--- src/rtl/updown_count_ctrl_if.sv ---
// Control/status bundle for the up/down counter sequencer.
// master drives requests, slave is the controller.
interface updown_count_ctrl_if #(
  parameter int WIDTH = 4
);
  logic             start;
  logic             dir;
  logic [WIDTH-1:0] limit;
  logic             pause;
  logic             stop;
  logic             ack;
  logic [WIDTH-1:0] count;
  logic             busy;
  logic             done;
  logic [1:0]       state;

  modport master (
    output start, dir, limit, pause, stop, ack,
    input  count, busy, done, state
  );

  modport slave (
    input  start, dir, limit, pause, stop, ack,
    output count, busy, done, state
  );
endinterface

--- src/rtl/updown_count_ctrl.sv ---
// Bounded, restartable up/down count sequencer with prescaler.
// UDCTRL_AUTORELOAD_EN: wrap to load value and pulse done.
module updown_count_ctrl #(
  parameter int WIDTH = 4,
  parameter int DIV   = 1
) (
  input logic           clock,
  input logic           reset,
  updown_count_ctrl_if.slave bus
);

  localparam int PW = (DIV > 1) ? $clog2(DIV) : 1;
  localparam logic [PW-1:0] PMAX = PW'(DIV - 1);

  typedef enum logic [1:0] {
    IDLE = 2'd0,
    RUN  = 2'd1,
    HOLD = 2'd2,
    DONE = 2'd3
  } state_t;

  state_t           state_q, state_d;
  logic [WIDTH-1:0] count_q, count_d;
  logic [WIDTH-1:0] limit_q, limit_d;
  logic [PW-1:0]    presc_q, presc_d;
  logic             dir_q, dir_d;
  logic             done_q, done_d;
  logic             busy_q, busy_d;
  logic [WIDTH-1:0] next_val;
  logic             hit;

  // Next-state, count and flag computation
  always_comb begin
    state_d  = state_q;
    count_d  = count_q;
    limit_d  = limit_q;
    presc_d  = presc_q;
    dir_d    = dir_q;
    hit      = 1'b0;
    next_val = dir_q ? count_q - 1'b1
                     : count_q + 1'b1;
`ifdef UDCTRL_AUTORELOAD_EN
    if (count_q == limit_q)
      next_val = {WIDTH{dir_q}};
`endif
    unique case (state_q)
      IDLE: begin
        if (bus.start) begin
          dir_d   = bus.dir;
          limit_d = bus.limit;
          count_d = {WIDTH{bus.dir}};
          presc_d = '0;
`ifdef UDCTRL_AUTORELOAD_EN
          state_d = RUN;
`else
          state_d = ({WIDTH{bus.dir}} == bus.limit)
                    ? DONE : RUN;
`endif
        end
      end
      RUN, HOLD: begin
        if (bus.stop) begin
          state_d = IDLE;
        end else if (bus.pause) begin
          state_d = HOLD;
        end else begin
          state_d = RUN;
          if (presc_q == PMAX) begin
            presc_d = '0;
            count_d = next_val;
            hit     = (next_val == limit_q);
`ifndef UDCTRL_AUTORELOAD_EN
            if (hit)
              state_d = DONE;
`endif
          end else begin
            presc_d = presc_q + 1'b1;
          end
        end
      end
      DONE: begin
        if (bus.ack || bus.stop)
          state_d = IDLE;
      end
      default: state_d = IDLE;
    endcase
`ifdef UDCTRL_AUTORELOAD_EN
    done_d = hit;
`else
    done_d = (state_d == DONE);
`endif
    busy_d = (state_d != IDLE);
  end

  // State and datapath registers, async active-high reset
  always_ff @(posedge clock or posedge reset) begin
    if (reset) begin
      state_q <= IDLE;
      count_q <= '0;
      limit_q <= '0;
      presc_q <= '0;
      dir_q   <= 1'b0;
      done_q  <= 1'b0;
      busy_q  <= 1'b0;
    end else begin
      state_q <= state_d;
      count_q <= count_d;
      limit_q <= limit_d;
      presc_q <= presc_d;
      dir_q   <= dir_d;
      done_q  <= done_d;
      busy_q  <= busy_d;
    end
  end

  assign bus.count = count_q;
  assign bus.state = state_q;
  assign bus.busy  = busy_q;
  assign bus.done  = done_q;

endmodule

--- src/flat_wrapper.sv ---
// flat-port wrapper written by rule: the top's interface ports become plain ports
module updown_count_ctrl_flat 
#(
  parameter int WIDTH = 4,
  parameter int DIV   = 1
)
  (clock, reset, bus_start, bus_dir, bus_limit, bus_pause, bus_stop, bus_ack, bus_count, bus_busy, bus_done, bus_state);
  updown_count_ctrl_if #(.WIDTH(WIDTH)) bus_i ();
  input logic clock;
  input logic reset;
  input wire logic [$bits(bus_i.start)-1:0] bus_start;
  input wire logic [$bits(bus_i.dir)-1:0] bus_dir;
  input wire logic [$bits(bus_i.limit)-1:0] bus_limit;
  input wire logic [$bits(bus_i.pause)-1:0] bus_pause;
  input wire logic [$bits(bus_i.stop)-1:0] bus_stop;
  input wire logic [$bits(bus_i.ack)-1:0] bus_ack;
  output wire logic [$bits(bus_i.count)-1:0] bus_count;
  output wire logic [$bits(bus_i.busy)-1:0] bus_busy;
  output wire logic [$bits(bus_i.done)-1:0] bus_done;
  output wire logic [$bits(bus_i.state)-1:0] bus_state;
  assign bus_i.start = bus_start;
  assign bus_i.dir = bus_dir;
  assign bus_i.limit = bus_limit;
  assign bus_i.pause = bus_pause;
  assign bus_i.stop = bus_stop;
  assign bus_i.ack = bus_ack;
  assign bus_count = bus_i.count;
  assign bus_busy = bus_i.busy;
  assign bus_done = bus_i.done;
  assign bus_state = bus_i.state;
  updown_count_ctrl #(.WIDTH(WIDTH), .DIV(DIV)) u_core (.clock(clock), .reset(reset), .bus(bus_i));
endmodule
--- config.mk ---
export PLATFORM = sky130hd
export DESIGN_NAME = updown_count_ctrl_flat
export DESIGN_NICKNAME = d
export VERILOG_FILES = /design/src/rtl/updown_count_ctrl_if.sv /design/src/rtl/updown_count_ctrl.sv /design/src/flat_wrapper.sv
export SDC_FILE = /design/constraint.sdc
export NUM_CORES = 1
export LEC_CHECK = 0
export ABC_AREA = 1
export CORE_MARGIN = 2
export CORE_UTILIZATION = 48
export DETAILED_ROUTE_END_ITERATION = 8
export GPL_ROUTABILITY_DRIVEN = 0
export PLACE_DENSITY = 0.82
export SYNTH_ARGS = -nofsm -noshare
export SYNTH_HDL_FRONTEND = slang
export SYNTH_SLANG_ARGS = --single-unit
export TNS_END_PERCENT = 20
--- constraint.sdc ---
create_clock -name clock -period 2.39 [get_ports clock]
set_clock_uncertainty 0.05 [all_clocks]
set_input_delay 0.717 -clock clock [delete_from_list [all_inputs] [get_ports clock]]
set_output_delay 0.717 -clock clock [all_outputs]
set_load 0.005 [all_outputs]
# Word level (Yosys, flattened, before mapping)
# Cells that the tools add are included.
# word_totals
register_bits	14
input_bits	11
output_inout_bits	8
wordCells	47
# op_classes
add_sub_neg	3
eq_ne	10
muxes	19
reduce_logical	8
# op_table
operator	count
4-bit 2-to-1 mux	5
2-bit 2-to-1 mux	7
4-bit equality test	2
2-bit inequality test (second input constant)	4
4-bit one-hot mux with 2 select lines	1
2-bit equality test (second input constant)	3
2-bit one-hot mux with 3 select lines	1
5-bit AND reduction	1
4-bit by 1-bit adder with 4-bit output (second input constant)	1
1-bit 2-to-1 mux	4
4-bit AND reduction	1
2-bit nonzero test	2
4-bit by 1-bit subtractor with 4-bit output (second input constant)	1
2-bit by 1-bit equality test with 1-bit output (second input constant)	1
2-bit zero test	1
1-bit one-hot mux with 2 select lines	1
2-bit AND reduction	1
2-bit OR reduction	1
1-bit adder (second input constant)	1
1-bit logical OR	1

# Depth between registers and ports, before layout
# Gate-level depths: netlist (run 1).
# logic_depth
ltp_word	9
ltp_mapped	13
depth_no_buf	13

# Least setup slack after synthesis (run 1)
# Ideal clock, no wire load.
# synth_timing
kind	flip-flop to flip-flop
start	register u_core.count_q[0] (netlist: u_core.bus.count[0])
end	register u_core.done_q (netlist: u_core.bus.done)
setup_ps	69
arrival_ps	1620
required_ps	2271
setup_slack_ps	651
path_stages_with_launch	11
n_path_buf	0
synth_period_minus_slack_ps	1739
cell_sequence	dfrtp_1 fa_1 xnor2_1 nand2_1 nor2_2 nand3_1 nand2_1 nand2_1 nand2_1 nand2_2 nor2_2
# synth_via
elab_chain_len	9
word_cells_on_any_way	10
classes_between	2 x add/sub; 2 x eq/ne; 6 x mux
# synth_rtl
element	line	rtl
start, declared	updown_count_ctrl.sv:23	logic [WIDTH-1:0] count_q, count_d;
start signal, assigned	updown_count_ctrl.sv:107	count_q <= count_d;
4-bit by 1-bit adder with 4-bit output or 4-bit by 1-bit subtractor with 4-bit output (tied branches)	updown_count_ctrl.sv:41, updown_count_ctrl.sv:40	
4-bit 2-to-1 mux *	updown_count_ctrl.sv:40	next_val = dir_q ? count_q - 1'b1
4-bit equality test *	updown_count_ctrl.sv:71	hit = (next_val == limit_q);
2-bit 2-to-1 mux *	updown_count_ctrl.sv:73	if (hit)
2-bit 2-to-1 mux *	updown_count_ctrl.sv:68	if (presc_q == PMAX) begin
2-bit 2-to-1 mux *	updown_count_ctrl.sv:64	end else if (bus.pause) begin
2-bit 2-to-1 mux *	updown_count_ctrl.sv:62	if (bus.stop) begin
2-bit one-hot mux with 3 select lines *	updown_count_ctrl.sv:46	unique case (state_q)
2-bit equality test *	updown_count_ctrl.sv:90	done_d = (state_d == DONE);
via u_core.done_d	updown_count_ctrl.sv:27	logic done_q, done_d;
end signal, assigned	updown_count_ctrl.sv:111	done_q <= done_d;
end, declared	updown_count_ctrl.sv:27	
# The timed path passes the listed nets; every way through them passes the cells marked *.
# A chain may end at the register's enable or synchronous reset.

# Worst setup path after layout (run 1)
# layout_timing
start	register u_core.count_q[0] (netlist: u_core.bus.count[0])
end	output port bus_count[0]
# layout_rtl
element	line	rtl
end, declared	flat_wrapper.sv:17	output wire logic [$bits(bus_i.count)-1:0] bus_count;
# No word-level cell between the ends.

==> results.md, run 1 <==
* Max Fclk at between 400 and 500 MHz
* Buf/Inv on CP at 1
* Slowest stage delay, CP at around 550 ps
* Most frequent cells in the layout: nand2_1, inv_1, clkdlybuf4s50_1
* Clock slew at reported path FFs at ~90 ps
* Hold Path Origin: u_core.limit_q[1]
* # diodes at 0
* Total global routing overflow at 0
* Worst Path Required at ~1600 ps
* Reg2Reg Launch Point: u_core.bus.count[0]
* TNS Setup at 0 ps
* Hold WS at 472 ps
* Die Width at about 46 um
* TritonCTS clock tree: yes
* Cell count after synthesis at roughly 110
* Final Power at between 1500 and 2000 uW
* Power density over the cells at between 1000 and 1500 nW/um2
* I/O pin count at 19
* Yosys warning total at 0
* Post-Syn Nets at 130
* Placed Instances at ~150
* Wire per inst at 11.7 um
* Leading cell type in the layout, fill and taps excluded: nand2_1
* Die height at approximately 46 um
* Post-synthesis sequential element count at 13
* Antenna violations before repair at 0
* Largest net degree at the start of global routing at 14
* Synthesized area at roughly 840 um2
* Layout cell share with drive strength beyond 1 at under 10%
* Via density at between 5 and 6
* # port buffers at 18
* Row count at 15
* Vias in the first global route at 714
* Clk_lat worst skew at ~280 ps
* Crit Path Max Fanout at 5
* Core area at about 1700 um2
* Library cells used by synthesis at 21
* Post-synth top area share at about two fifths
* Total track usage at slightly above 20%
* Post-Place Worst Slack at about 240 ps
* Hold Buf Count CTS at 0
* Starting Density at about 49%
* CTS Buffer Depth at 2
* DRT iter0 DRCs at 10
* Final wirelength at approximately 1800 um
* Crit end category: output pin
* CP Launch Point: u_core.bus.count[0]
* Mean instance size in the synthesized netlist at between 7 and 8 um2
* Slowest cell on the critical path: clkdlybuf4s50_1
* Max layer used: met4
* Via count at 766
* Final worst slack at around 330 ps
* Initial DRT Pass Iterations at 4
* Yosys top cell by area: dfrtp_1
* Sequential area share after synthesis at 38.9%
* Worst path cell trace: clkdlybuf4s50_1
* # H-tree levels at 1
* Slew Limit Fails at 0
* First-pass GRT wire length at around 3000 um
* Tmin final at 2060 ps
* Final setup viols at 0
* Routed met3 length at between 50 and 60 um
* DP HPWL at around 1400 um
* CP top delay family: buffers and inverters
* Outcome: finished clean
* Top cells by area, synth: dfrtp_1, nand2_1, inv_1
* Clock sink count at 13
* HP Class: flop to flop
* Antenna-violating nets left at 0
* RSZ-0062 raised after global routing: no
* Worst EP arrival at 1290 ps
* Period utilization at between 80% and 90%
* Worst IR Drop VDD at approximately 970 uV
* Worst Tran Pin Value at between 400 and 500 ps
* Post-cts resize count at 0
* Final Hold Fails at 0
* Startpoint types: flop
* Non-Filler Instances at approximately 150
* Routed length on met2 at 900 um
* TritonCTS buffer count at 3
* M1 wire length at slightly below 800 um
* WS Path Type: flop to output pin
* CTS Root Cell: clkbuf_4
* Nets at 153
* P&R area growth vs syn at 27.2%
* DRC Markers at 0
* Fillers at 149
* Slew headroom at slightly below 70%
* Postcts setup bufs at 0
* Max-cap viol count at 0
* Die Area at between 2000 and 2500 um2
* LEAKAGE at about 0.00056 uW
==> final cells by class <==
type | instances | area, um2 | share of cell area, %
flip-flops and latches | 13 | 325 | 30.6
clock buffers | 4 | 26.3 | 2.47
multi-input cells | 77 | 428 | 40.2
inverters | 22 | 82.6 | 7.76
repair buffers | 18 | 180 | 16.9
well taps | 17 | 21.3 | 2.00
==> routing by layer <==
metal  GRT usage (%)  up-vias
met3            3.57        2
met5               0        -
met1            24.7      350
met4            6.86        0
li1                -      398
met2            36.3       16
==> flip-flops by register name (all words and copies together), names as in the netlist <==
register          cells
u_core.bus.done       1
u_core.bus.count      4
u_core.bus.state      2
u_core.bus.busy       1
u_core.limit_q        4
u_core.dir_q          1
==> cells in the mapped netlist (all sizes together) <==
cell type	count
a21oi	10
a22oi	2
dfrtp	13
fa	1
ha	6
inv	22
nand2	32
nand3	8
nand4	1
nor2	7
nor3	1
o211ai	1
o21ai	5
or2	1
xnor2	1
xor2	1
==> where the power goes <==
part	switching, uW	leakage (uW)	total, uW	internal [uW]
combinational	538	0.000390	974	436
clock	73.3	0.0000150	138	64.6
sequential	107	0.000153	440	334
total	718	0.000559	1550	834
==> logic make-up after synthesis <==
logic type	count (synthesis)	synth area share, %
buffers and inverters	22	9.88
DFF	13	38.9
xor gates and xnor gates	2	2.10
adders and majority gates	7	11.4
and+or+nand+nor	50	25.6
AOI/OAI and AO/OA	18	12.1
==> per-stage QoR <==
stage / cell area (um2) / util (%)
after global placement: 1040 / 61.4
after global routing: 1060 / 63.0
after detailed placement: 1040 / 61.4
after floorplan: 836 / -
final: 1060 / 63.0
after CTS: 1060 / 63.0
==> path summary, 6_finish.rpt <==
check,end,slack (ps),cells past startpoint
worst max-delay path,bus_count[0],330,1
worst min-delay path,u_core.limit_q[1],470,2
worst max register to register,u_core.bus.done,470,10
worst min register to register,u_core.limit_q[1],470,2
max in group asynchronous,u_core.bus.count[1],1260,2
min in group asynchronous,u_core.limit_q[0],700,2
Note: power is estimated with default switching activity, not from simulation.
==> run 2, diff against run 1 <==
--- a/config.mk
+++ b/config.mk
@@ -7,10 +7,10 @@
 export LEC_CHECK = 0
 export ABC_AREA = 1
 export CORE_MARGIN = 2
-export CORE_UTILIZATION = 48
+export CORE_UTILIZATION = 43
 export DETAILED_ROUTE_END_ITERATION = 8
 export GPL_ROUTABILITY_DRIVEN = 0
-export PLACE_DENSITY = 0.82
+export PLACE_DENSITY = 0.78
 export SYNTH_ARGS = -nofsm -noshare
 export SYNTH_HDL_FRONTEND = slang
 export SYNTH_SLANG_ARGS = --single-unit
==> constraint.sdc (replaced) <==
create_clock -name clock -period 1.8 [get_ports clock]
set_clock_uncertainty 0.05 [all_clocks]
set_input_delay 0.54 -clock clock [delete_from_list [all_inputs] [get_ports clock]]
set_output_delay 0.54 -clock clock [all_outputs]
set_load 0.005 [all_outputs]
==> results.md, run 2 (synthesized netlist as in run 1, its figures left out) <==
* Outcome: finished, violations left (was finished clean)
* Failing checks: setup timing
* Hold WS at 466 ps (was 472 ps)
* Nets at 163 (was 153)
* Power density over the cells at 1970 nW/um2 (was 1460 nW/um2)
* Crit Reg-Reg Endpoint: u_core.bus.done (unchanged)
* Via count at 831 (was 766)
* Max-cap viol count at 0 (unchanged)
* Clock sink count at 13 (unchanged)
* Largest net degree at the start of global routing at 14 (unchanged)
* Final Hold Fails at 0 (unchanged)
* Worst IR Drop VDD at 963 uV (was 967 uV)
* Tmin final at roughly 1800 ps
* CTS Buffer Depth at 2 (unchanged)
* Die Area at 2310 um2 (was 2090 um2)
* Total global routing overflow at 0 (unchanged)
* Final wirelength at 1800 um (was 1760 um)
* Hold Buf Count CTS at 0 (unchanged)
* Sw Share at 44.2% (was 46.3%)
* RSZ-0062 raised after global routing: yes (was no)
* Worst Hold End: u_core.limit_q[1] (unchanged)
* Combinational share of power at 68.1% (was 62.8%)
* Worst Path Required at 1960 ps (was 1620 ps)
* I/O pin count at 19 (unchanged)
* DRC Markers at 0 (unchanged)
* DP HPWL at 1490 um (was 1370 um)
* Clock power share at 7.4% (was 8.9%)
* Area occupied by multi-input gates at 460 um2 (was 428 um2)
* Final setup viols at 1 (was 0)
* Slew Limit Fails at 0 (unchanged)
* DRT iter0 DRCs at 21 (was 10)
* Hold Path Origin: u_core.limit_q[1] (unchanged)
* Most frequent cells in the layout: nand2_1, inv_1, clkdlybuf4s50_1 (unchanged)
* Clock slew at reported path FFs at 80 ps (was 90 ps)
* Clk_lat worst skew at 270 ps (was 280 ps)
* Startpoint types: flop (unchanged)
* Die height at 48.1 um (was 45.7 um)
* Initial DRT Pass Iterations at 4 (unchanged)
* Antenna violations before repair at 0 (unchanged)
* WS Path Type: flop to flop (was flop to output pin)
* Via density at 4.92 (was 5.07)
* Sequential Power Share at 24.5% (was 28.4%)
* Crit end category: flop (was output pin)
* Reg2Reg Launch Point: u_core.bus.count[1] (was u_core.bus.count[0])
* TritonCTS clock tree: yes (unchanged)
* Vias in the first global route at 686 (was 714)
* Worst Tran Pin Value at 476 ps (was 482 ps)
* Crit Path Max Fanout at 3 (was 5)
* CTS Root Cell: clkbuf_4 (unchanged)
* HP Class: flop to flop (unchanged)
* Core area at 1780 um2 (was 1690 um2)
* Final worst slack at -17.4 ps (was 329 ps)
* # port buffers at 18 (unchanged)
* Wire per inst at 10.7 um (was 11.7 um)
* LEAKAGE at 0.000623 uW (was 0.000559 uW)
* First-pass GRT wire length at 2840 um (was 3030 um)
* Starting Density at 46.9% (was 49.5%)
* TritonCTS buffer count at 3 (unchanged)
* Slew headroom at 68.3% (was 67.8%)
* Total track usage at 18.1% (was 20.4%)
* Leading cell type in the layout, fill and taps excluded: nand2_1 (unchanged)
* Antenna-violating nets left at 0 (unchanged)
* Post-Place Worst Slack at -85.4 ps (was 242 ps)
* P_int at 1300 uW (was 834 uW)
* Max Fclk at roughly 550 MHz
* P&R area growth vs syn at 42.1% (was 27.2%)
* # diodes at 0 (unchanged)
* Row count at 15 (unchanged)
* Die Width at 48.1 um (was 45.7 um)
* Reg2reg path depth at 10 (unchanged)
* WHS Path Cells at 2 (unchanged)
* Layout cell share with drive strength beyond 1 at 17.4% (was 6.72%)
* R2R setup slack at -20 ps (was 470 ps)
* # H-tree levels at 1 (unchanged)
* Psw at 1030 uW (was 718 uW)
* Reg area at 327 um2 (was 325 um2)
* Period utilization at 101%
* Fillers at 133 (was 149)
* Worst EP arrival at 1980 ps (was 1290 ps)
run 2: cell count changes in the layout (fill, tap and decap cells not counted), moves of 2 or more:
cell,delta
ha_4,+2
buf_4,+8
dlygate4sd2_1,+4
clkdlybuf4s50_1,-5
buf_6,+2
ha_1,-2
run 2: metrics by stage:
| stage | area [um2] | util (%) | cells | TNS (ps) | power (uW) |
|---|---|---|---|---|---|
| floorplan | 836 | - | 112 | 0 | 1470 |
| global placement | 1110 | 62.1 | 163 | -124 | 1990 |
| detailed placement | 1110 | 62.1 | 163 | -397 | 2040 |
| CTS | 1140 | 63.9 | 168 | -34.0 | 2220 |
| global route | 1190 | 66.6 | 169 | -322 | 2580 |
| finish | 1190 | 66.6 | 169 | -17.4 | 2340 |
run 2: final cells by class:
type                            count  share of cell area (%)
Clock buffer                        4                    2.21
Sequential cell                    13                    27.5
Tap cell                           25                    2.63
Timing Repair Buffer               28                    21.9
Multi-Input combinational cell     77                    38.8
Inverter                           22                    6.95
run 2: what timing repair did:
item | 4_1_cts | 5_1_grt
resized for setup | 5 | 8
setup endpoints to repair | 7 | 4
pin swaps | 4 | 3
buffers inserted | 1 | 1
run 2: power groups by stage:
stage | logic, uW | clock network [uW] | registers [uW]
floorplan | 897 | 0 | 571
global placement | 1430 | 0 | 559
detailed placement | 1480 | 0 | 561
CTS | 1480 | 181 | 557
global route | 1790 | 194 | 592
finish | 1590 | 173 | 573
run 2: worst max path at each step:
stage,start,end
2_1_floorplan,u_core.bus.count[0],u_core.bus.done
4_1_cts,u_core.dir_q,u_core.bus.done
5_1_grt,u_core.bus.count[1],u_core.bus.done
3_5_place_dp,bus_stop,u_core.bus.count[0]
3_3_place_gp,bus_stop,u_core.bus.count[0]
6_report,u_core.bus.count[1],u_core.bus.done
run 2: metal layers:
| layer | wire length, um | part of all wire (%) | GRT usage, % |
|---|---|---|---|
| met1 | 734 | 41 | 21.6 |
| met2 | 986 | 55 | 31.5 |
| met3 | 70 | 3.9 | 4.15 |
| met4 | 11 | 0.61 | 6.49 |
| met5 | 0 | 0 | 0 |
run 2: critical path, stage by stage, from the launching register on:
cell	delay [ps]
dfrtp_1	410
fa_2	610
xnor2_1	120
nand2_1	80
nor2_2	90
nand3_1	90
nand2_1	70
nand2_1	50
nand2_1	60
nand2_2	70
nor2_2	70
==> run 3, diff against run 2 <==
--- a/config.mk
+++ b/config.mk
@@ -11,6 +11,7 @@
 export DETAILED_ROUTE_END_ITERATION = 8
 export GPL_ROUTABILITY_DRIVEN = 0
 export PLACE_DENSITY = 0.78
+export RECOVER_POWER = 50
 export SYNTH_ARGS = -nofsm -noshare
 export SYNTH_HDL_FRONTEND = slang
 export SYNTH_SLANG_ARGS = --single-unit
==> results.md, run 3 (synthesized netlist as in run 1, its figures left out) <==
* Antenna violations before repair at 0 (unchanged)
* Period utilization at 101% (about the same)
* Clock power share at 7.4% (about the same)
* Power density over the cells at 1980 nW/um2 (was 1970 nW/um2)
* DP HPWL at 1490 um (unchanged)
* Slew headroom at 68.3% (about the same)
* Antenna-violating nets left at 0 (unchanged)
* Crit Path Max Fanout at 3 (unchanged)
* Final wirelength at 1830 um (was 1800 um)
* Total track usage at 18.1% (unchanged)
* Slew Limit Fails at 0 (unchanged)
* Largest net degree at the start of global routing at 14 (unchanged)
* TNS Setup at -20.6 ps (was -17.4 ps)
* Final Hold Fails at 0 (unchanged)
* Slowest cell on the critical path: fa_2 (unchanged)
* Leading cell type in the layout, fill and taps excluded: nand2_1 (unchanged)
* Total global routing overflow at 0 (unchanged)
* Buf/Inv on CP at 0 (unchanged)
* Final setup viols at 2 (was 1)
* Initial DRT Pass Iterations at 4 (unchanged)
* Die Area at 2310 um2 (unchanged)
* # diodes at 0 (unchanged)
* Clock sink count at 13 (unchanged)
* Final Power at 2340 uW (about the same)
* Tmin final at 1820 ps (about the same)
* Max Fclk at 550 MHz (about the same)
* TritonCTS clock tree: yes (unchanged)
* Failing checks: setup timing (unchanged)
* WHS Path Cells at 2 (unchanged)
* Clk_lat worst skew at 270 ps (about the same)
* Vias in the first global route at 686 (unchanged)
* CTS Buffer Depth at 2 (unchanged)
* Worst Tran Pin Value at 475 ps (was 476 ps)
* Hold Buf Count CTS at 0 (unchanged)
* Worst path cell trace: fa_2, xnor2_1, nand2_1, nor2_2, nand3_1, nand2_1, nand2_1, nand2_1, nand2_2, nor2_2 (unchanged)
* Most frequent cells in the layout: nand2_1, inv_1, dfrtp_1 (was nand2_1, inv_1, clkdlybuf4s50_1)
* Reg2reg path depth at 10 (unchanged)
* Worst EP arrival at 1980 ps (about the same)
* HP Class: flop to flop (unchanged)
* Worst Path Required at 1960 ps (about the same)
* Crit path depth at 10 (unchanged)
* DRC Markers at 0 (unchanged)
* RSZ-0062 raised after global routing: yes (unchanged)
* Wire per inst at 10.8 um (was 10.7 um)
* Die Width at 48.1 um (unchanged)
* CP top delay family: adder cells (unchanged)
* WS Path Type: flop to flop (unchanged)
* Via count at 837 (was 831)
* Layout cell share with drive strength beyond 1 at 16.7% (was 17.4%)
* CP most frequent cell: nand2_1 (unchanged)
* Combinational share of power at 68.1% (about the same)
* DRT iter0 DRCs at 24 (was 21)
* Sw Share at 44.3% (was 44.2%)
* Sequential Power Share at 24.6% (was 24.5%)
* Die height at 48.1 um (unchanged)
* Outcome: finished, violations left (unchanged)
* Max-cap viol count at 0 (unchanged)
* Row count at 15 (unchanged)
* CTS Root Cell: clkbuf_4 (unchanged)
* LEAKAGE at 0.000620 uW (was 0.000623 uW)
* Startpoint types: flop (unchanged)
* Final worst slack at -19.6 ps (was -17.4 ps)
* Clock slew at reported path FFs at 80 ps (about the same)
* Crit end category: flop (unchanged)
* Via density at 4.95 (was 4.92)
* TritonCTS buffer count at 3 (unchanged)
* First-pass GRT wire length at 2840 um (unchanged)
* Starting Density at 46.9% (unchanged)
* Core area at 1780 um2 (unchanged)
* Worst IR Drop VDD at 964 uV (was 963 uV)
* P_int at 1300 uW (about the same)
* P&R area growth vs syn at 41.6% (was 42.1%)
* Psw at 1040 uW (was 1030 uW)
* Hold WS at 466 ps (about the same)
* Post-Place Worst Slack at -85.4 ps (unchanged)
* Slowest stage delay, CP at 610 ps (about the same)
* I/O pin count at 19 (unchanged)
* # H-tree levels at 1 (unchanged)
* Nets at 163 (unchanged)
* Final core utilization at 66.4% (was 66.6%)
* # port buffers at 18 (unchanged)
[run 3: per-stage QoR]
| step | area [um2] | cells |
|---|---|---|
| finish | 1180 | 169 |
| global route | 1180 | 169 |
| CTS | 1140 | 168 |
| detailed placement | 1110 | 163 |
| global placement | 1110 | 163 |
| floorplan | 836 | 112 |
[run 3: what timing repair did]
action	in CTS	in global routing
endpoints found under the setup margin	7	4
pin swaps	4	3
resized for setup	5	8
buffers inserted	1	1
hold endpoints to repair	0	0
[run 3: power by group through the flow]
stage / Sequential (uW) / Clock, uW / Combinational [uW]
4_1_cts: 557 / 181 / 1480
3_5_place_dp: 561 / 0 / 1480
2_1_floorplan: 571 / 0 / 897
5_1_grt: 592 / 194 / 1790
3_3_place_gp: 559 / 0 / 1430
6_report: 575 / 172 / 1590
[run 3: layout make-up]
class	instances	area (um2)
fill	135	599
multi-input combinational	77	460
sequential	13	327
timing repair buffer	28	256
inverter	22	82.6
tap	25	31.3
clock buffer	4	26.3
[run 3: metal layers]
metal  vias to the layer above  GRT usage [%]  part of all wire, %
met5                         -              0                    0
met4                         0           6.49                 0.60
met3                         2           4.15                  4.1
met2                        16           31.5                   54
met1                       396           21.6                   41
li1                        423              -                    -
[run 3: worst register-to-register path, stage by stage (launching register included)]
cell     delay (ps)
dfrtp_1         410
fa_2            610
xnor2_1         120
nand2_1          80
nor2_2           90
nand3_1          90
nand2_1          70
nand2_1          50
nand2_1          60
nand2_2          70
nor2_2           70
[run 3: worst paths after layout]
kind / start / endpoint / slack [ps]
worst min register to register: u_core.limit_q[1] / u_core.limit_q[1] / 470
worst max register to register: u_core.bus.count[1] / u_core.bus.done / -20
max in group asynchronous: reset / u_core.bus.count[2] / 680
min in group asynchronous: reset / u_core.bus.busy / 660
worst max-delay path: u_core.bus.count[1] / u_core.bus.done / -20
worst min-delay path: u_core.limit_q[1] / u_core.limit_q[1] / 470
